<file path="src/rtl/mmio_pkg.sv">
// Shared constants for the memory-mapped board peripheral: register offsets,
// button bit positions and the hex-entry digit helper.
package mmio_pkg;

  localparam logic [7:0] ADDR_LED      = 8'h00;
  localparam logic [7:0] ADDR_SWT      = 8'h04;
  localparam logic [7:0] ADDR_SEG_RDY  = 8'h08;
  localparam logic [7:0] ADDR_SEG_DATA = 8'h0C;
  localparam logic [7:0] ADDR_SWX_VLD  = 8'h10;
  localparam logic [7:0] ADDR_SWX_DATA = 8'h14;
  localparam logic [7:0] ADDR_CNT      = 8'h18;

  localparam int BTN_C = 4;
  localparam int BTN_U = 3;
  localparam int BTN_L = 2;
  localparam int BTN_R = 1;
  localparam int BTN_D = 0;

  localparam int SW_W  = 16;
  localparam int BTN_W = 5;

  function automatic logic [31:0] push_digit(input logic [31:0] b, input logic [3:0] d);
    return {b[27:0], d};
  endfunction

endpackage

</file>
<file path="src/rtl/sync_edge.sv">
// Multi-flop synchronizer with registered level and rise/fall pulses.
// Edge reporting stays off after reset until the history holds a real sample.
module sync_edge #(
  parameter int WIDTH  = 1,
  parameter int STAGES = 2
) (
  input  logic             clk,
  input  logic             rstn,
  input  logic [WIDTH-1:0] i_async,
  output logic [WIDTH-1:0] o_level,
  output logic [WIDTH-1:0] o_rise,
  output logic [WIDTH-1:0] o_fall
);

  logic [WIDTH-1:0] r_sync [STAGES];
  logic [WIDTH-1:0] r_hist;
  logic [WIDTH-1:0] r_rise;
  logic [WIDTH-1:0] r_fall;
  logic [STAGES:0]  r_vld;

  // r_vld marks how far real samples have propagated since reset release
  always_ff @(posedge clk or negedge rstn) begin
    if (!rstn) begin
      for (int k = 0; k < STAGES; k++) r_sync[k] <= '0;
      r_hist <= '0;
      r_rise <= '0;
      r_fall <= '0;
      r_vld  <= '0;
    end else begin
      r_sync[0] <= i_async;
      for (int k = 1; k < STAGES; k++) r_sync[k] <= r_sync[k-1];
      r_hist <= r_sync[STAGES-1];
      r_vld  <= {r_vld[STAGES-1:0], 1'b1};
      r_rise <= r_vld[STAGES] ? (r_sync[STAGES-1] & ~r_hist) : '0;
      r_fall <= r_vld[STAGES] ? (~r_sync[STAGES-1] & r_hist) : '0;
    end
  end

  assign o_level = r_hist;
  assign o_rise  = r_rise;
  assign o_fall  = r_fall;

endmodule

</file>
<file path="src/rtl/mmio_periph.sv">
// Board I/O peripheral on the CPU's MMIO bus: LEDs, switches/buttons,
// 7-segment data, a switch-driven hex-entry buffer and a free-running counter.
module mmio_periph
  import mmio_pkg::*;
#(
  parameter int SYNC_STAGES = 2
) (
  input  logic        clk,
  input  logic        rstn,
  input  logic [7:0]  io_addr,
  input  logic [31:0] io_dout,
  input  logic        io_we,
  input  logic        io_rd,
  output logic [31:0] io_din,
  input  logic [15:0] sw,
  input  logic [4:0]  btn,
  output logic [15:0] led,
  output logic [31:0] seg_out
);

  logic [SW_W-1:0]  w_sw_level, w_sw_rise, w_sw_fall, w_sw_tog;
  logic [BTN_W-1:0] w_btn_level, w_btn_rise, w_btn_fall;
  logic [31:0]      w_buf_shift;
  logic             w_any_tog, w_commit, w_backspace;
  logic             w_wr_led, w_wr_seg, w_wr_cnt, w_rd_swx;
  logic             w_unused;

  logic [15:0] r_led;
  logic [31:0] r_seg_out;
  logic        r_seg_rdy;
  logic [31:0] r_buf;
  logic [31:0] r_swx_data;
  logic        r_swx_vld;
  logic [31:0] r_cnt;

  sync_edge #(.WIDTH(SW_W), .STAGES(SYNC_STAGES)) u_sw_sync (
    .clk     (clk),
    .rstn    (rstn),
    .i_async (sw),
    .o_level (w_sw_level),
    .o_rise  (w_sw_rise),
    .o_fall  (w_sw_fall)
  );

  sync_edge #(.WIDTH(BTN_W), .STAGES(SYNC_STAGES)) u_btn_sync (
    .clk     (clk),
    .rstn    (rstn),
    .i_async (btn),
    .o_level (w_btn_level),
    .o_rise  (w_btn_rise),
    .o_fall  (w_btn_fall)
  );

  assign w_sw_tog    = w_sw_rise | w_sw_fall;
  assign w_any_tog   = |w_sw_tog;
  assign w_commit    = w_btn_rise[BTN_C];
  assign w_backspace = w_btn_rise[BTN_L] & ~w_any_tog;
  assign w_wr_led    = io_we && (io_addr == ADDR_LED);
  assign w_wr_seg    = io_we && (io_addr == ADDR_SEG_DATA);
  assign w_wr_cnt    = io_we && (io_addr == ADDR_CNT);
  assign w_rd_swx    = io_rd && (io_addr == ADDR_SWX_DATA);
  assign w_unused    = ^{w_btn_fall, w_btn_rise[BTN_U], w_btn_rise[BTN_D]};

  // Simultaneous switch toggles enter as digits in ascending switch order
  always_comb begin
    w_buf_shift = r_buf;
    for (int i = 0; i < SW_W; i++) begin
      if (w_sw_tog[i]) w_buf_shift = push_digit(w_buf_shift, i[3:0]);
    end
  end

  always_ff @(posedge clk or negedge rstn) begin
    if (!rstn) begin
      r_led     <= '0;
      r_seg_out <= '0;
      r_seg_rdy <= 1'b1;
    end else begin
      if (w_wr_led) r_led <= io_dout[15:0];
      if (w_wr_seg) begin
        r_seg_out <= io_dout;
        r_seg_rdy <= 1'b0;
      end else if (w_btn_rise[BTN_R]) begin
        r_seg_rdy <= 1'b1;
      end
    end
  end

  // A commit takes the pre-shift buffer and outranks a same-cycle read-clear
  always_ff @(posedge clk or negedge rstn) begin
    if (!rstn) begin
      r_buf      <= '0;
      r_swx_data <= '0;
      r_swx_vld  <= 1'b0;
    end else begin
      if (w_commit) begin
        r_swx_data <= r_buf;
        r_swx_vld  <= 1'b1;
        r_buf      <= '0;
      end else begin
        if (w_rd_swx) r_swx_vld <= 1'b0;
        if (w_any_tog) r_buf <= w_buf_shift;
        else if (w_backspace) r_buf <= r_buf >> 4;
      end
    end
  end

  always_ff @(posedge clk or negedge rstn) begin
    if (!rstn) r_cnt <= '0;
    else if (w_wr_cnt) r_cnt <= io_dout;
    else r_cnt <= r_cnt + 32'd1;
  end

  always_comb begin
    io_din = '0;
    case (io_addr)
      ADDR_SWT:      io_din = {11'b0, w_btn_level, w_sw_level};
      ADDR_SEG_RDY:  io_din = {31'b0, r_seg_rdy};
      ADDR_SWX_VLD:  io_din = {31'b0, r_swx_vld};
      ADDR_SWX_DATA: io_din = r_swx_data;
      ADDR_CNT:      io_din = r_cnt;
      default:       io_din = '0;
    endcase
  end

  assign led     = r_led;
  assign seg_out = r_seg_out;

endmodule
</file>
<file path="config.mk">
export PLATFORM = sky130hd
export DESIGN_NAME = mmio_periph
export DESIGN_NICKNAME = d
export VERILOG_FILES = /design/src/rtl/mmio_pkg.sv /design/src/rtl/sync_edge.sv /design/src/rtl/mmio_periph.sv
export SDC_FILE = /design/constraint.sdc
export NUM_CORES = 1
export LEC_CHECK = 0
export CORE_MARGIN = 10
export CORE_UTILIZATION = 45
export CTS_CLUSTER_DIAMETER = 30
export DETAILED_ROUTE_END_ITERATION = 6
export HOLD_SLACK_MARGIN = 0.08
export PLACE_DENSITY = 0.64
export RECOVER_POWER = 25
export SYNTH_ARGS = -nofsm -noshare
export SYNTH_HDL_FRONTEND = slang
export SYNTH_SLANG_ARGS = --single-unit
</file>
<file path="constraint.sdc">
create_clock -name clk -period 8.4 [get_ports clk]
set_input_delay 0.84 -clock clk [delete_from_list [all_inputs] [get_ports clk]]
set_output_delay 0.84 -clock clk [all_outputs]
set_load 0.03 [all_outputs]
</file>
==> results of run 1 <==
[power groups by stage]
stage                     combinational, mW  sequential (mW)  clock (mW)
after global placement                 1.60             1.65           0
after floorplan                        1.10             1.52           0
final                                  1.67             1.66        2.11
after CTS                              1.61             1.64        2.13
after global routing                   1.77             1.66        2.20
after detailed placement               1.60             1.65           0
[Yosys cell counts, types with 28 or more instances]
cell type / count
a31oi_1: 35
a211oi_1: 57
o21ai_0: 117
nor3_1: 49
nand2_1: 241
clkbuf_1: 123
nor2_1: 244
mux2_2: 86
o211ai_1: 65
a22oi_1: 32
a21oi_1: 152
dfrtp_1: 246
mux2i_1: 28
nand3_1: 83
buf_2: 36
[per-stage QoR]
stage                     power (mW)  cell area [sq um]  util (%)
final                           5.44              21600      54.4
after global routing            5.63              21600      54.4
after CTS                       5.39              21600      54.4
after detailed placement        3.26              19800      49.8
after global placement          3.25              19800      49.8
after floorplan                 2.61              18000         -
[cell usage in the layout (no fill, tap or decap), types with 17 or more instances in the layout]
master             n
a221oi_1          23
dlygate4sd3_1     21
a211oi_1          57
o22ai_1           25
nand3_1           83
mux2_2            86
inv_1             25
nor3_1            48
a21oi_1          152
xnor2_1           22
clkbuf_16         50
dfrtp_1          245
nor4_1            19
a22oi_1           32
nor2_1           236
o211ai_1          65
clkdlybuf4s50_1  122
buf_4             48
xor2_1            20
nand2_1          240
a22o_1            17
o21ai_0          117
o221ai_1          25
and3_1            18
mux2i_1           28
a31oi_1           35
a222oi_1          20
[registers in the layout (all words and copies together) (netlist names)]
register	flops
u_sw_sync.r_sync	32
r_swx_vld	1
led	16
r_cnt	32
r_buf	32
r_seg_rdy	1
u_btn_sync.r_sync	10
u_btn_sync.o_level	5
u_sw_sync.o_level	16
u_sw_sync.o_fall	16
u_sw_sync.o_rise	16
u_btn_sync.o_rise	3
r_swx_data	32
seg_out	32
u_btn_sync.r_vld	3
[worst paths after layout]
check / slack (ps) / endpoint / depth (start not counted)
worst min register to register: 340 / u_sw_sync.r_sync[6] / 0
worst max register to register: 3270 / r_buf[27] / 12
worst max-delay path: 2670 / u_sw_sync.r_sync[10] / 2
max in group clk: 3270 / r_buf[27] / 12
min in group asynchronous: 2410 / r_swx_data[28] / 1
worst min-delay path: 340 / u_sw_sync.r_sync[6] / 0
[kinds of logic after synthesis]
group	share of synthesized area, %
and+or+nand+nor	20.8
DFF	34.4
AOI/OAI and AO/OA	30.9
xor gates and xnor gates	2.14
muxes	7.02
other	0.0208
adders and majority gates	0.0695
buffers and inverters	4.65
[cell type report]
| class | instances | area share (%) |
|---|---|---|
| Tap cell | 525 | 3.05 |
| Clock inverter | 32 | 2.11 |
| Multi-Input combinational cell | 1723 | 51.1 |
| Inverter | 25 | 0.435 |
| Timing Repair Buffer | 192 | 8.33 |
| Sequential cell | 247 | 28.7 |
| Clock buffer | 60 | 6.30 |
[per-layer routing]
metal,track usage [%],wire length (microns),vias to the layer above
li1,-,-,8399
met1,42.1,31000,9234
met2,45.7,32900,1329
met3,7.49,8950,228
met4,15.3,3970,0
met5,0,0,-
==> impl_metrics.py, run 1 <==
metrics = {
    "status": {
        "status": "finished, violations left",
        "failed_checks": "design-rule violations, max-capacitance violations, max-slew violations",
    },
    "clock_tree": {
        "ctsHoldBuffers": 0,
        "cts-root-buf": "clkbuf_16",
        "clk_latency_ps": 590,
        "clk_path_buf_depth": 3,
        "htree_levels": 2,
        "post_cts_buffers": 0,
        "cts_buffers": 50,
        "clkTransAtPathRegs_ps": 50,
        "cts_tree": "yes",
        "post_cts_resized": 0,
        "cts_sinks": 247,
    },
    "power_and_ir_drop": {
        "p_clk_share_pct": 38.8,
        "leakagePower_nw": 8.70,
        "ir_drop_uv": 179,
        "pwr-share-seq_pct": 30.5,
        "swShare_pct": 38.1,
        "intPower_mw": 3.36,
        "p_sw_mw": 2.07,
        "comb_power_share_pct": 30.7,
        "p_per_area_nw_per_um2": 252,
    },
    "floorplanning": {
        "dieHeight_microns": 220,
        "die_x_microns": 220,
        "die-area_sq_um": 48400,
        "num_rows": 73,
        "core_sq_um": 39600,
        "initial_core_util_pct": 45.4,
        "io_pins": 145,
    },
    "grt": {
        "grt_usage_pct": 31.1,
        "grt_pass1_vias": 18400,
        "antenna_found_initial": 1,
        "grt_max_degree": 107,
        "grt_pass1_wl_mm": 117,
        "grt-ovfl-total": 0,
    },
    "synthesis": {
        "synth_top_area_cell": "dfrtp_1",
        "syn_inst": 2170,
        "synthFlopType": "dfrtp_1",
        "synth.area.top_cells": "dfrtp_1 (34%), mux2_2 (5.4%), nor2_1 (5.1%)",
        "ys_types": 106,
        "synth_edf_count": 0,
        "async_flop_share_pct": 100,
        "ys_seq_area_share_pct": 34.4,
        "avgSynthCellArea_sq_um": 8.29,
        "synth_nets": 2236,
        "synth_top_area_share_pct": 34.2,
        "yosys_warnings": 0,
        "synth_area_sq_um": 18000,
        "ys_ff_latch": 247,
    },
    "layout": {
        "fillers": 3667,
        "seqCellArea_sq_um": 6180,
        "drive_gt1_share_pct": 14.1,
        "nets": 2305,
        "syn2layout_area_growth_pct": 19.8,
        "diodes": 0,
        "multi_input_area_sq_um": 11000,
        "stdcell_count": 2804,
    },
    "worst_setup_path": {
        "crit_type": "input pin to asynchronous set/reset pin",
        "worstSetupEndpointType": "asynchronous set/reset pin",
        "required_ps": 8940,
        "critPathTopFamily": "buffers and inverters",
        "crit_arrival_ps": 6270,
        "cpMaxStageDelayCell": "clkbuf_1",
        "cp_max_fo": 106,
        "critPathBufInv": 2,
        "startpoint_type": "input pin",
        "crit_path_start": "rstn",
        "path_cells": "clkbuf_1, buf_4",
        "cpPeakStageDelay_ps": 4030,
        "r2r-start": "u_sw_sync.o_fall[1]",
    },
    "hold_path": {
        "worstHoldStart": "u_sw_sync.r_sync[22]",
        "hp-class": "flip-flop to flip-flop",
    },
    "detailed_routing": {
        "wirelength_mm": 76.8,
        "drt_iter0_drc": 2723,
        "ant_nets": 0,
        "wl_per_cell_microns": 27.4,
        "drtPass1Iterations": 7,
        "route.detailed.drc": 24,
        "vias": 19200,
        "via_per_inst": 6.84,
    },
    "sta": {
        "setup_violations": 0,
        "worst_slack_ps": 2670,
        "tightest_slew_ps": 5860,
        "hold_violations": 0,
        "slew_viol_final": 107,
        "rsz0062_at_grt": "no",
        "fmax_mhz": 174,
        "fin_crit_sh_pct": 68.2,
        "setup-tns-final_ps": 0,
        "clock_skew_ps": 34.6,
        "fin_crit_ps": 5730,
        "holdWs_ps": 341,
        "relSlewSlack_pct": -291,
    },
    "placement": {
        "dp_slack_ps": 3410,
        "io_buffers": 144,
        "place_hpwl_mm": 55.1,
        "dp_cells": 2712,
        "place.gp.congestion": 1.03,
    },
    "flow_run": {
        "maxCapViolCount": 1,
    },
}
No activity file was read; power rests on OpenSTA's default activity.
==> inputs of run 2 (changes only) <==
==> constraint.sdc (replaced) <==
create_clock -name clk -period 6 [get_ports clk]
set_input_delay 0.6 -clock clk [delete_from_list [all_inputs] [get_ports clk]]
set_output_delay 0.6 -clock clk [all_outputs]
set_load 0.03 [all_outputs]
==> run 2 against run 1 <==
The run ends with max-capacitance violations, max-slew violations left. Setup slack worse by 1700 ps. Cell area up 0.31%. Sequential cell count unchanged. Clock power is 32% higher. Worst hold slack gained 1.4 ps. Critical path depth grew 12. Critical endpoint is now r_buf[28]. Largest power group unchanged.
==> impl_metrics.py, run 2 (synthesized netlist as in run 1, its figures left out) <==
metrics = {
    "clock_tree": {
        "post_cts_buffers": 0,
        "cts_buffers": 51,
        "cts_tree": "yes",
        "clk_path_buf_depth": 3,
        "cts-root-buf": "clkbuf_16",
        "ctsHoldBuffers": 1,
        "clkTransAtPathRegs_ps": 50,
        "cts_sinks": 247,
        "clk_latency_ps": 590,
        "htree_levels": 2,
        "post_cts_resized": 0,
    },
    "worst_setup_path": {
        "critPathBufInv": 1,
        "crit_type": "flip-flop to flip-flop",
        "required_ps": 6500,
        "critPathTopFamily": "simple AND/OR/NAND/NOR gates",
        "cpMaxStageDelayCell": "nor4_4",
        "cp_max_fo": 22,
        "cpMostUsedCell": "o211ai_1",
        "cpPeakStageDelay_ps": 1090,
        "startpoint_type": "flip-flop",
        "worstSetupEndpointType": "flip-flop",
        "crit_arrival_ps": 5580,
        "path_cells": "nor4_4, buf_4, nand3_1, o211ai_1, mux2i_1, mux2_4, a211oi_4, nor2_1, nor4_1, a221oi_1, o211ai_1, a31oi_1, or4b_1, o211ai_1",
    },
    "sta": {
        "slew_viol_final": 121,
        "fin_crit_sh_pct": 84.7,
        "fmax_mhz": 197,
        "setup-tns-final_ps": 0,
        "clock_skew_ps": 26.0,
        "fin_crit_ps": 5080,
        "holdWs_ps": 342,
        "setup_violations": 0,
        "rsz0062_at_grt": "no",
        "hold_violations": 0,
        "relSlewSlack_pct": -169,
        "tightest_slew_ps": 4030,
    },
    "grt": {
        "antenna_found_initial": 4,
        "grt_usage_pct": 32.2,
        "grt_pass1_vias": 18800,
        "grt-ovfl-total": 0,
        "grt_pass1_wl_mm": 119,
        "grt_max_degree": 176,
    },
    "detailed_routing": {
        "via_per_inst": 6.84,
        "vias": 19300,
        "route.detailed.drc": 0,
        "drtPass1Iterations": 7,
        "wirelength_mm": 79.1,
        "wl_per_cell_microns": 28.0,
        "drt_iter0_drc": 2536,
        "ant_nets": 0,
    },
    "floorplanning": {
        "num_rows": 73,
        "core_sq_um": 39600,
        "dieHeight_microns": 220,
        "io_pins": 145,
        "initial_core_util_pct": 45.4,
        "die_x_microns": 220,
        "die-area_sq_um": 48400,
    },
    "status": {
        "failed_checks": "max-capacitance violations, max-slew violations",
        "status": "finished, violations left",
    },
    "flow_run": {
        "maxCapViolCount": 2,
    },
    "layout": {
        "stdcell_count": 2826,
        "fillers": 3698,
        "final_cell_mix": "dfrtp_1 (245), nand2_1 (240), nor2_1 (236)",
        "drive_gt1_share_pct": 14.7,
        "nets": 2323,
        "final_common_cell": "dfrtp_1",
        "syn2layout_area_growth_pct": 20.2,
    },
    "placement": {
        "io_buffers": 144,
        "dp_cells": 2728,
        "place.gp.congestion": 1.08,
        "place_hpwl_mm": 57.2,
    },
    "power_and_ir_drop": {
        "ir_drop_uv": 295,
        "p_per_area_nw_per_um2": 346,
        "leakagePower_nw": 8.72,
    },
    "hold_path": {
        "hp-class": "flip-flop to flip-flop",
    },
}
==> run 2: per-layer routing <==
layer / vias to the layer above / track usage [%] / wire [microns]
li1: 8459 / - / -
met4: 2 / 17.5 / 4670
met1: 9442 / 42.2 / 32300
met5: - / 0 / 13
met3: 241 / 8.41 / 8240
met2: 1180 / 47.6 / 33900
==> run 2: report_power, final <==
group	total, mW	switching, mW	internal [mW]
Sequential	2.32	0.412	1.91
Combinational	2.37	1.53	0.841
Clock	2.79	0.976	1.81
==> run 2: worst reg2reg max path, stage by stage (launching register included) <==
cell,delay [ps]
dfrtp_1,640
nor4_4,1090
buf_4,360
nand3_1,160
o211ai_1,230
mux2i_1,190
mux2_4,340
a211oi_4,400
nor2_1,90
nor4_1,310
a221oi_1,130
o211ai_1,290
a31oi_1,70
or4b_1,550
o211ai_1,170
==> run 2: per-stage QoR <==
stage | setup slack (ps) | total power, mW | cell area, sq um | utilization, %
after floorplan | 2560 | 3.66 | 18000 | -
after global placement | 1160 | 4.58 | 19900 | 50.2
after detailed placement | 1130 | 4.59 | 19900 | 50.2
after CTS | 1100 | 7.42 | 21600 | 54.6
after global routing | 575 | 7.76 | 21600 | 54.5
final | 920 | 7.48 | 21600 | 54.5
==> run 2: layout make-up <==
| type | count | area (sq um) | area share (%) |
|---|---|---|---|
| clock buffers | 60 | 1360 | 6.29 |
| multi-input cells | 1723 | 11000 | 50.9 |
| diodes | 3 | 7.51 | 0.0347 |
| well taps | 525 | 657 | 3.04 |
| repair buffers | 209 | 1930 | 8.95 |
| inverters | 25 | 93.8 | 0.434 |
| clock inverters | 34 | 373 | 1.72 |
| flip-flops and latches | 247 | 6180 | 28.6 |
==> run 2: worst paths after layout <==
check / depth (start not counted) / from / slack, ps / to
setup / recovery: 14 / u_sw_sync.o_fall[0] / 920 / r_buf[28]
hold / removal: 0 / u_sw_sync.r_sync[27] / 340 / u_sw_sync.r_sync[11]
setup reg to reg: 14 / u_sw_sync.o_fall[0] / 920 / r_buf[28]
hold reg to reg: 0 / u_sw_sync.r_sync[27] / 340 / u_sw_sync.r_sync[11]
max in group asynchronous: 2 / rstn / 1440 / u_btn_sync.o_rise[4]
min in group asynchronous: 2 / rstn / 1960 / r_buf[25]
==> inputs of run 3 (changes only) <==
==> constraint.sdc (replaced) <==
create_clock -name clk -period 5.09 [get_ports clk]
set_input_delay 0.509 -clock clk [delete_from_list [all_inputs] [get_ports clk]]
set_output_delay 0.509 -clock clk [all_outputs]
set_load 0.03 [all_outputs]
==> run 3 against run 2 <==
The flow still finishes with violations (max-capacitance violations, max-slew violations). Sequential share of layout area fell by 0.98 points. Register-to-register slack got worse by 630 ps. Sequential power rose by 16%. Wire length fell by 0.12%. Non-clock buffer count rose by 60. Clock skew rose by 11 ps. Critical endpoint is now r_buf[23]. Largest cell class unchanged. Largest power group unchanged.
==> impl_metrics.py, run 3 (synthesized netlist as in run 1, its figures left out) <==
metrics = {
    "sta": {
        "hold_violations": 0,
        "fmax_mhz": 208,
        "fin_crit_sh_pct": 94.4,
        "clock_skew_ps": 37.5,
        "rsz0062_at_grt": "no",
        "slew_viol_final": 115,
        "holdWs_ps": 327,
        "worst_slack_ps": 287,
        "fin_crit_ps": 4800,
        "relSlewSlack_pct": -99.7,
        "tightest_slew_ps": 3000,
        "setup_violations": 0,
        "setup-tns-final_ps": 0,
    },
    "worst_setup_path": {
        "crit_path_start": "u_sw_sync.o_fall[1]",
        "critPathTopFamily": "compound AO/OA/AOI/OAI gates",
        "cpPeakStageDelay_ps": 900,
        "path_cells": "or2_1, xnor2_1, a21o_1, mux2i_1, a2111oi_2, a211o_1, or3_1, o31ai_1, buf_4, o21ai_1, o211ai_1, o211ai_2, o21ai_2, a221oi_2",
        "r2r-start": "u_sw_sync.o_fall[1]",
        "cp_max_fo": 13,
        "critPathBufInv": 1,
        "r2r_end": "r_buf[23]",
        "worstSetupEndpointType": "flip-flop",
        "crit_arrival_ps": 5310,
        "startpoint_type": "flip-flop",
        "cpMaxStageDelayCell": "xnor2_1",
        "r2r_cells": 14,
        "required_ps": 5600,
        "r2r_slack_ps": 290,
        "crit_type": "flip-flop to flip-flop",
    },
    "status": {
        "status": "finished, violations left",
        "failed_checks": "max-capacitance violations, max-slew violations",
    },
    "layout": {
        "final_cell_mix": "dfrtp_1 (245), nand2_1 (240), nor2_1 (236)",
        "syn2layout_area_growth_pct": 24.5,
        "final_common_cell": "dfrtp_1",
        "utilization_pct": 56.5,
        "nets": 2387,
        "fillers": 3563,
        "drive_gt1_share_pct": 17.2,
    },
    "floorplanning": {
        "dieHeight_microns": 220,
        "die-area_sq_um": 48400,
        "initial_core_util_pct": 45.4,
        "core_sq_um": 39600,
        "io_pins": 145,
        "die_x_microns": 220,
        "num_rows": 73,
    },
    "hold_path": {
        "worstHoldStart": "u_sw_sync.r_sync[28]",
        "min_to": "u_sw_sync.r_sync[12]",
        "whs_path_depth": 0,
        "hp-class": "flip-flop to flip-flop",
    },
    "detailed_routing": {
        "via_per_inst": 6.76,
        "wirelength_mm": 79.0,
        "drt_iter0_drc": 2960,
        "ant_nets": 0,
        "vias": 19500,
        "wl_per_cell_microns": 27.3,
        "route.detailed.drc": 0,
        "drtPass1Iterations": 7,
    },
    "clock_tree": {
        "htree_levels": 2,
        "cts_buffers": 55,
        "cts_tree": "yes",
        "clk_latency_ps": 600,
        "clkTransAtPathRegs_ps": 50,
        "cts-root-buf": "clkbuf_16",
        "cts_sinks": 247,
        "clk_path_buf_depth": 3,
        "post_cts_resized": 0,
    },
    "placement": {
        "place_hpwl_mm": 57.5,
        "io_buffers": 144,
        "place.gp.congestion": 1.05,
        "dp_slack_ps": 495,
    },
    "power_and_ir_drop": {
        "fin_total_pwr_mw": 9.46,
        "leakagePower_nw": 9.18,
        "ir_drop_uv": 483,
        "p_per_area_nw_per_um2": 422,
    },
    "grt": {
        "grt_pass1_wl_mm": 119,
        "grt-ovfl-total": 0,
        "grt_usage_pct": 32.1,
        "antenna_found_initial": 2,
        "grt_max_degree": 134,
        "grt_pass1_vias": 18800,
    },
    "flow_run": {
        "maxCapViolCount": 1,
    },
}
[run 3: cell count changes in the layout (fill, tap and decap cells not counted), sizes merged]
cell | before | now
clkinvlp | 11 | 8
buf | 63 | 124
diode | 3 | 2
inv | 31 | 29
bufinv | 4 | 11
clkinv | 13 | 18
[run 3: worst max-delay path by stage]
stage                           end  slack, ps  cells after the start
final                     r_buf[23]        290                     14
after global routing      r_buf[21]        130                     14
after CTS                 r_buf[23]        520                     14
after detailed placement  r_buf[21]        500                     14
after global placement    r_buf[23]        490                     14
after floorplan           r_buf[28]       1650                     14
[run 3: area by class of cell]
| class | count | area [sq um] | share of cell area (%) |
|---|---|---|---|
| antenna | 2 | 5.00 | 0.0224 |
| clock buffer | 61 | 1430 | 6.38 |
| clock inverter | 41 | 581 | 2.59 |
| inverter | 25 | 93.8 | 0.419 |
| multi-input combinational | 1723 | 11000 | 49.2 |
| sequential | 247 | 6180 | 27.6 |
| tap | 525 | 657 | 2.93 |
| timing repair buffer | 269 | 2430 | 10.8 |
[run 3: power breakdown]
part           switching, mW  total (mW)  internal [mW]
clock network           1.21        3.80           2.59
logic                   1.88        2.97           1.09
registers              0.433        2.69           2.25
total                   3.53        9.46           5.93
[run 3: metrics by stage]
step                instances  area, sq um
CTS                      2891        22400
detailed placement       2788        20400
finish                   2893        22400
floorplan                2170        18000
global route             2892        22400
global placement         2788        20400
[run 3: what timing repair did]
item,in CTS,in global routing
endpoints found under the hold margin,109,0
hold buffers,1,0
endpoints found under the setup margin,0,0
setup buffers,0,0
[run 3: metal layers]
metal,up-vias,global-route usage [%],routed length (microns)
met5,-,0,0
met4,0,14.8,3800
met3,245,9.08,9220
met2,1341,47.5,34300
met1,9367,42.6,31700
li1,8593,-,-
